File: src/rtl/sr_reg_bank.sv
// Bank of WIDTH independent storage bits with runtime-selectable SR/JK/D/T behaviour.
// SR-mode s=r=1 conflicts resolve per CONFLICT_POLICY and feed a per-bit vector, a sticky flag and a saturating counter.
module sr_reg_bank #(
    parameter int unsigned       WIDTH           = 8,
    parameter logic [WIDTH-1:0]  RESET_VAL       = '0,
    parameter int unsigned       CONFLICT_POLICY = 0,
    parameter int unsigned       CNT_W           = 8
) (
    input  logic             clk,
    input  logic             rst_n,
    input  logic             en,
    input  logic [1:0]       mode,
    input  logic [WIDTH-1:0] s,
    input  logic [WIDTH-1:0] r,
    input  logic             clr_err,
    output logic [WIDTH-1:0] q,
    output logic [WIDTH-1:0] qb,
    output logic [WIDTH-1:0] conflict_vec,
    output logic             err_sticky,
    output logic [CNT_W-1:0] err_cnt
);

    typedef enum logic [1:0] {
        MODE_SR = 2'b00,
        MODE_JK = 2'b01,
        MODE_D  = 2'b10,
        MODE_T  = 2'b11
    } mode_e;

    logic [WIDTH-1:0] q_q, q_d;
    logic [WIDTH-1:0] cv_q, cv_d;
    logic             sticky_q, sticky_d;
    logic [CNT_W-1:0] cnt_q, cnt_d;

    logic [WIDTH-1:0] q_next;
    logic [WIDTH-1:0] conflict_next;
    logic             conflict_evt;
    mode_e            mode_sel;

    assign mode_sel = mode_e'(mode);

    always_comb begin
        q_next = q_q;
        for (int unsigned i = 0; i < WIDTH; i++) begin
            unique case (mode_sel)
                MODE_SR: begin
                    unique case ({s[i], r[i]})
                        2'b00: q_next[i] = q_q[i];
                        2'b01: q_next[i] = 1'b0;
                        2'b10: q_next[i] = 1'b1;
                        default: begin
                            unique case (CONFLICT_POLICY)
                                1:       q_next[i] = 1'b1;
                                2:       q_next[i] = 1'b0;
                                3:       q_next[i] = ~q_q[i];
                                default: q_next[i] = q_q[i];
                            endcase
                        end
                    endcase
                end
                MODE_JK: begin
                    unique case ({s[i], r[i]})
                        2'b00:   q_next[i] = q_q[i];
                        2'b01:   q_next[i] = 1'b0;
                        2'b10:   q_next[i] = 1'b1;
                        default: q_next[i] = ~q_q[i];
                    endcase
                end
                MODE_D:  q_next[i] = s[i];
                default: q_next[i] = q_q[i] ^ s[i];
            endcase
        end
    end

    assign conflict_next = (mode_sel == MODE_SR) ? (s & r) : '0;
    assign conflict_evt  = en && (|conflict_next);

    // A conflict on the same edge as clr_err wins: the clear is applied first, then the event.
    always_comb begin
        q_d      = q_q;
        cv_d     = cv_q;
        sticky_d = sticky_q;
        cnt_d    = cnt_q;
        if (en) begin
            q_d  = q_next;
            cv_d = conflict_next;
        end
        if (clr_err) begin
            cv_d     = en ? conflict_next : '0;
            sticky_d = 1'b0;
            cnt_d    = '0;
        end
        if (conflict_evt) begin
            sticky_d = 1'b1;
            if (clr_err)
                cnt_d = CNT_W'(1);
            else if (&cnt_q)
                cnt_d = cnt_q;
            else
                cnt_d = cnt_q + CNT_W'(1);
        end
    end

    always_ff @(posedge clk or negedge rst_n) begin
        if (!rst_n) begin
            q_q      <= RESET_VAL;
            cv_q     <= '0;
            sticky_q <= 1'b0;
            cnt_q    <= '0;
        end else begin
            q_q      <= q_d;
            cv_q     <= cv_d;
            sticky_q <= sticky_d;
            cnt_q    <= cnt_d;
        end
    end

    assign q            = q_q;
    assign qb           = ~q_q;
    assign conflict_vec = cv_q;
    assign err_sticky   = sticky_q;
    assign err_cnt      = cnt_q;

endmodule

File: config.mk
export PLATFORM = sky130hd
export DESIGN_NAME = sr_reg_bank
export DESIGN_NICKNAME = d
export VERILOG_FILES = /design/src/rtl/sr_reg_bank.sv
export SDC_FILE = /design/constraint.sdc
export NUM_CORES = 1
export LEC_CHECK = 0
export BUFFER_PORTS_ARGS = -buffer_cell sky130_fd_sc_hd__buf_2
export CORE_MARGIN = 1.5
export CORE_UTILIZATION = 51
export CTS_CLUSTER_DIAMETER = 100
export DETAILED_ROUTE_END_ITERATION = 12
export PLACE_DENSITY_LB_ADDON = 0.15
export SYNTH_ARGS = -nofsm -noshare
export SYNTH_HDL_FRONTEND = slang
export SYNTH_SLANG_ARGS = --single-unit
File: constraint.sdc
create_clock -name clk -period 2.23 [get_ports clk]
set_clock_uncertainty 0.15 [all_clocks]
set_input_delay 0.223 -clock clk [delete_from_list [all_inputs] [get_ports clk]]
set_output_delay 0.223 -clock clk [all_outputs]
set_load 0.05 [all_outputs]
==> impl_metrics.tcl, run 1 <==
set metrics [dict create \
    seqCellArea_um2 626 \
    htree_num_levels 1 \
    yosys_warnings 0 \
    die_x_um 67.1 \
    clockBufferDepth 2 \
    first_pass_iters 4 \
    rsz0062_at_grt "no" \
    fmax_ghz 0.523 \
    io_buffers 54 \
    postCtsResizedCells 0 \
    wl_met2_um 1800 \
    status "completed" \
    initial_utilization_pct 52.7 \
    grt-ovfl-total 0 \
    dpl.hpwl_um 3200 \
    die_h_um 67.1 \
    crit_path_start_kind "input port" \
    gp_congestion 0.745 \
    antennaDiodeCount 0 \
    synth_edf_count 0 \
    cp.required_ns 2.24 \
    wl_met3_um 204 \
    row_count 23 \
    critPathArrivalTime_ns 1.92 \
    insertion_delay_ns 0.27 \
    drc 0 \
    syn_to_final_growth_pct 17.6 \
    dieArea_um2 4500 \
    setup_tns_ns 0 \
    crit_fanout 10 \
    seq_area_frac_synth_pct 29.9 \
    drt-vias-per-instance 5.40 \
    timing.max_cap.violations 0 \
    clk_pin_slew_ns 0.09 \
    multi_input_area_um2 1310 \
    max_slew_margin_pct 61.0 \
    grt_pass1_wl_um 6840 \
    ant_nets 0 \
    finalHoldViolCount 0 \
    syn_nets 278 \
    synth.distinct_cells 36 \
    io-pin-count 55 \
    leakagePower_nw 1.34 \
    wirelength_um 4160 \
    fin_crit_sh_pct 85.8 \
    ir_worst_vdd_mv 0.417 \
    final_cell_mix "buf_2 (54), ha_1 (32), inv_1 (26), dfrtp_1 (25), a21oi_1 (19)" \
    finalSetupViolCount 0 \
    tightest_slew_ns 0.586 \
    async_flop_share_pct 100 \
    grt_pass1_vias 1546 \
    dr_total_vias 1777 \
    maxUsedRoutingLayer "met4" \
    hold_class "in -> reg" \
    nFillCells 350 \
    cts_tree "done" \
    syn_area_um2 2090 \
    first_iter_violations 71 \
    clock-sinks 25 \
    period_needed_ns 1.91 \
    final_common_cell "buf_2" \
    cp-end-kind "flip-flop" \
    drive_gt1_share_pct 30.1 \
    syn_avg_cell_area_um2 9.34 \
    antenna_found_initial 0 \
    grt_max_degree 26 \
    num-nets-final 334 \
    worstSetupPathType "in -> reg" \
    drv_slew 0 \
    core_area_um2 3970 \
    root_buffer "clkbuf_8" \
    post_drt_wl_per_cell_um 12.6 \
    total_power_mw 1.49 \
    pwr_density_cell_nw_per_um2 604 \
    synth-seq-cells 25 \
    track_usage_pct 19.5 \
    wl_met1_um 2110 \
    syn_inst 224 \
    cts_buffers 3 \
    ys.flop_type "dfrtp_1" \
    holdWs_ns 0.136 \
]
-- final timing paths --
kind	depth (start not counted)	slack (ns)	to	startpoint
worst max-delay path	6	0.32	err_cnt[3]	s[4]
worst min-delay path	2	0.14	err_cnt[6]	clr_err
worst min register to register	1	0.36	conflict_vec[0]	conflict_vec[0]
max in group asynchronous	2	1.20	err_cnt[3]	rst_n
min in group asynchronous	2	0.34	q[5]	rst_n
worst max register to register	4	0.46	err_cnt[3]	err_cnt[2]
-- cell families after synthesis --
| logic type | Yosys count | share of synthesized area, % |
|---|---|---|
| AOI/OAI and AO/OA | 49 | 15.4 |
| buffers and inverters | 35 | 7.41 |
| xor gates and xnor gates | 4 | 1.67 |
| DFF | 25 | 29.9 |
| adders and majority gates | 32 | 19.1 |
| and+or+nand+nor | 58 | 15.8 |
| muxes | 21 | 10.7 |
-- where the power goes --
group / switching (mW) / total, mW / internal (mW)
Clock: 0.146 / 0.271 / 0.125
Sequential: 0.0386 / 0.537 / 0.498
Combinational: 0.489 / 0.679 / 0.190
Total: 0.674 / 1.49 / 0.813
-- repair_timing --
action / in CTS / in global routing
endpoints found under the hold margin: 25 / 0
buffers inserted: 0 / 0
hold buffers: 1 / 0
-- routing by layer --
metal  vias to the layer above  global-route usage, %
met5                         -                      0
met3                         6                   3.72
li1                        893                      -
met2                        50                   29.5
met1                       828                   28.2
met4                         0                   5.36
-- flip-flops by register name (all words and copies together) (netlist names) --
name          flops
conflict_vec      8
err_cnt           8
q                 8
err_sticky        1
-- critical path: stages --
cell and delay [ns]:
buf_2 0.13, ha_1 0.21, or4_1 0.57, o21a_1 0.31
nand4_1 0.15, mux2_1 0.32
-- cell usage after synthesis (4+ instances only) --
library cell | count | area, um2
a21oi_1 | 19 | 95.1
a22o_2 | 8 | 80.1
dfrtp_1 | 25 | 626
ha_1 | 32 | 400
inv_1 | 26 | 97.6
mux2_2 | 8 | 90.1
mux2i_1 | 10 | 100
nand2_1 | 9 | 33.8
nand3_1 | 6 | 30.0
nor2_1 | 10 | 37.5
nor2b_1 | 7 | 43.8
nor3_1 | 9 | 45.0
o21ai_0 | 10 | 50.1
o2bb2ai_1 | 4 | 35.0
xnor2_1 | 4 | 35.0
-- area by class of cell --
type                    instances  area share, %
clock inverters                 1          0.203
clock buffers                   3           1.68
well taps                      50           2.54
repair buffers                 60           12.9
inverters                      26           3.96
flip-flops and latches         25           25.4
multi-input cells             164           53.3
-- per-stage QoR --
stage	setup slack, ns	area, um2	utilization [%]	cells
6_report	0.318	2460	62.0	329
4_1_cts	0.340	2460	62.0	329
5_1_grt	0.252	2460	62.0	329
2_1_floorplan	0.263	2090	-	224
3_5_place_dp	0.0497	2410	60.6	324
3_3_place_gp	0.0722	2410	60.6	324
Power figures use the tool's default switching activity.
==> inputs of run 2 (changes only) <==
CORE_UTILIZATION = 53   (was 51)
clock period = 1.8 ns   (was 2.23 ns; I/O delays follow)
==> run 2 against run 1 <==
Net effect: critical path depth is the same; worst hold slack worse by 0.042 ns; combinational power rose by 32%; critical endpoint unchanged; largest cell class unchanged; largest power group unchanged; highest routed layer unchanged.
==> impl_metrics.tcl, run 2 (synthesized netlist as in run 1, its figures left out) <==
set metrics [dict create \
    status "completed" \
    internal_power_mw 1.05 \
    wl_met3_um 194 \
    cp.required_ns 1.81 \
    reg2reg_slack_ns 0.14 \
    crit_fanout 3 \
    syn_to_final_growth_pct 29.6 \
    ir_worst_vdd_mv 0.558 \
    grt_pass1_wl_um 7900 \
    cp-startpoint "s[0]" \
    crit_end "err_cnt[3]" \
    rsz0062_at_grt "no" \
    reg2reg_depth 4 \
    io_buffers 54 \
    tightest_slew_ns 0.622 \
    dpl.hpwl_um 3520 \
    leakagePower_nw 1.42 \
    fmax_ghz 0.586 \
    max_slew_margin_pct 58.5 \
    critPathArrivalTime_ns 1.72 \
    cts_setup_buffers 0 \
    post_dp_cell_area_um2 2650 \
    finalSetupViolCount 0 \
    grt_max_degree 37 \
    htree_num_levels 1 \
    cts_buffers 3 \
    drive_gt1_share_pct 40.5 \
    final_common_cell "buf_2" \
    io-pin-count 55 \
    drt-vias-per-instance 5.30 \
    clkPwrFrac_pct 18.4 \
    clockBufferDepth 2 \
    p_seq_share_pct 35.1 \
    worstSetupPathType "in -> reg" \
    crit_path_start_kind "input port" \
    period_needed_ns 1.71 \
    r2r_end "err_cnt[5]" \
    die_h_um 65.8 \
    ant_nets 0 \
    first_iter_violations 69 \
    clk_pin_slew_ns 0.10 \
    clock-sinks 25 \
    drc 0 \
    drv_slew 0 \
    nFillCells 285 \
    finalHoldViolCount 0 \
    antennaDiodeCount 0 \
    cp-end-kind "flip-flop" \
    fin_crit_sh_pct 94.7 \
    final_area_um2 2710 \
    cts_tree "done" \
    combPwrFrac_pct 46.5 \
    wirelength_um 4610 \
    grt-ovfl-total 0 \
    maxUsedRoutingLayer "met4" \
    track_usage_pct 23.4 \
    wl_met1_um 2160 \
    post_drt_wl_per_cell_um 13.3 \
    total_power_mw 1.92 \
    gp_congestion 0.820 \
    r2r_start "err_cnt[2]" \
    dr_total_vias 1838 \
    switchingPower_mw 0.874 \
    holdWs_ns 0.0942 \
    num-nets-final 354 \
    grt_pass1_vias 1790 \
    final_cell_mix "buf_2 (54), ha_1 (27), inv_1 (24), buf_4 (23), a21oi_1 (19)" \
    antenna_found_initial 0 \
    switching_share_pct 45.4 \
    insertion_delay_ns 0.27 \
    wl_met2_um 2240 \
    fin_util_pct 73.0 \
    root_buffer "clkbuf_8" \
    core_area_um2 3720 \
    hold_class "in -> reg" \
    dieArea_um2 4340 \
    timing.max_cap.violations 0 \
    initial_utilization_pct 56.3 \
    first_pass_iters 4 \
    pwr_density_cell_nw_per_um2 709 \
    die_x_um 65.8 \
    dp_slack_ns -0.188 \
    final.setup.worst_slack_ns 0.0947 \
    row_count 22 \
]
run 2: cell count changes in the layout (fill, tap and decap cells not counted), sizes merged:
cell      delta
buf         +20
clkinvlp     +3
clkinv       -1
inv          -2
run 2: what timing repair did:
action / 4_1_cts / 5_1_grt
hold endpoints to repair: 25 / 0
gates resized for setup: 0 / 1
hold buffers: 1 / 0
endpoints found under the setup margin: 0 / 1
run 2: worst min path at each step:
stage / startpoint / endpoint / depth (start not counted) / slack (ns)
after global routing: clr_err / err_cnt[6] / 2 / 0.11
after CTS: clr_err / err_cnt[6] / 2 / 0.08
after global placement: rst_n / conflict_vec[6] / 1 / 0.07
after detailed placement: rst_n / err_cnt[6] / 1 / 0.08
final: clr_err / err_cnt[6] / 2 / 0.09
after floorplan: rst_n / conflict_vec[0] / 0 / -0.27
run 2: cell type report:
class / count / area, um2 / share of cell area [%]
Timing Repair Buffer: 80 / 493 / 18.2
Tap cell: 48 / 60.1 / 2.21
Clock buffer: 3 / 41.3 / 1.52
Clock inverter: 1 / 7.51 / 0.277
Multi-Input combinational cell: 164 / 1370 / 50.5
Sequential cell: 25 / 636 / 23.4
Inverter: 26 / 105 / 3.87
run 2: critical path, cell delays in order:
cell and delay (ns):
buf_2 0.12, ha_4 0.16, or4_4 0.53, o21a_1 0.26, nand4_1 0.12, mux2_1 0.34
run 2: layer usage:
metal	track usage [%]	vias to the layer above
li1	-	929
met5	0	-
met1	30.2	866
met2	42.0	41
met3	2.39	2
met4	4.69	0
run 2: through the flow:
step / setup TNS [ns] / instances
2_1_floorplan: -0.0824 / 224
3_3_place_gp: -0.896 / 342
3_5_place_dp: -1.08 / 342
4_1_cts: 0 / 347
5_1_grt: 0 / 347
6_report: 0 / 347
run 2: power by group through the flow:
stage | Clock [mW] | Sequential, mW | Combinational (mW)
floorplan | 0 | 0.883 | 0.454
global placement | 0 | 0.684 | 0.883
detailed placement | 0 | 0.687 | 0.895
CTS | 0.363 | 0.677 | 0.900
global route | 0.383 | 0.686 | 0.962
finish | 0.353 | 0.675 | 0.894
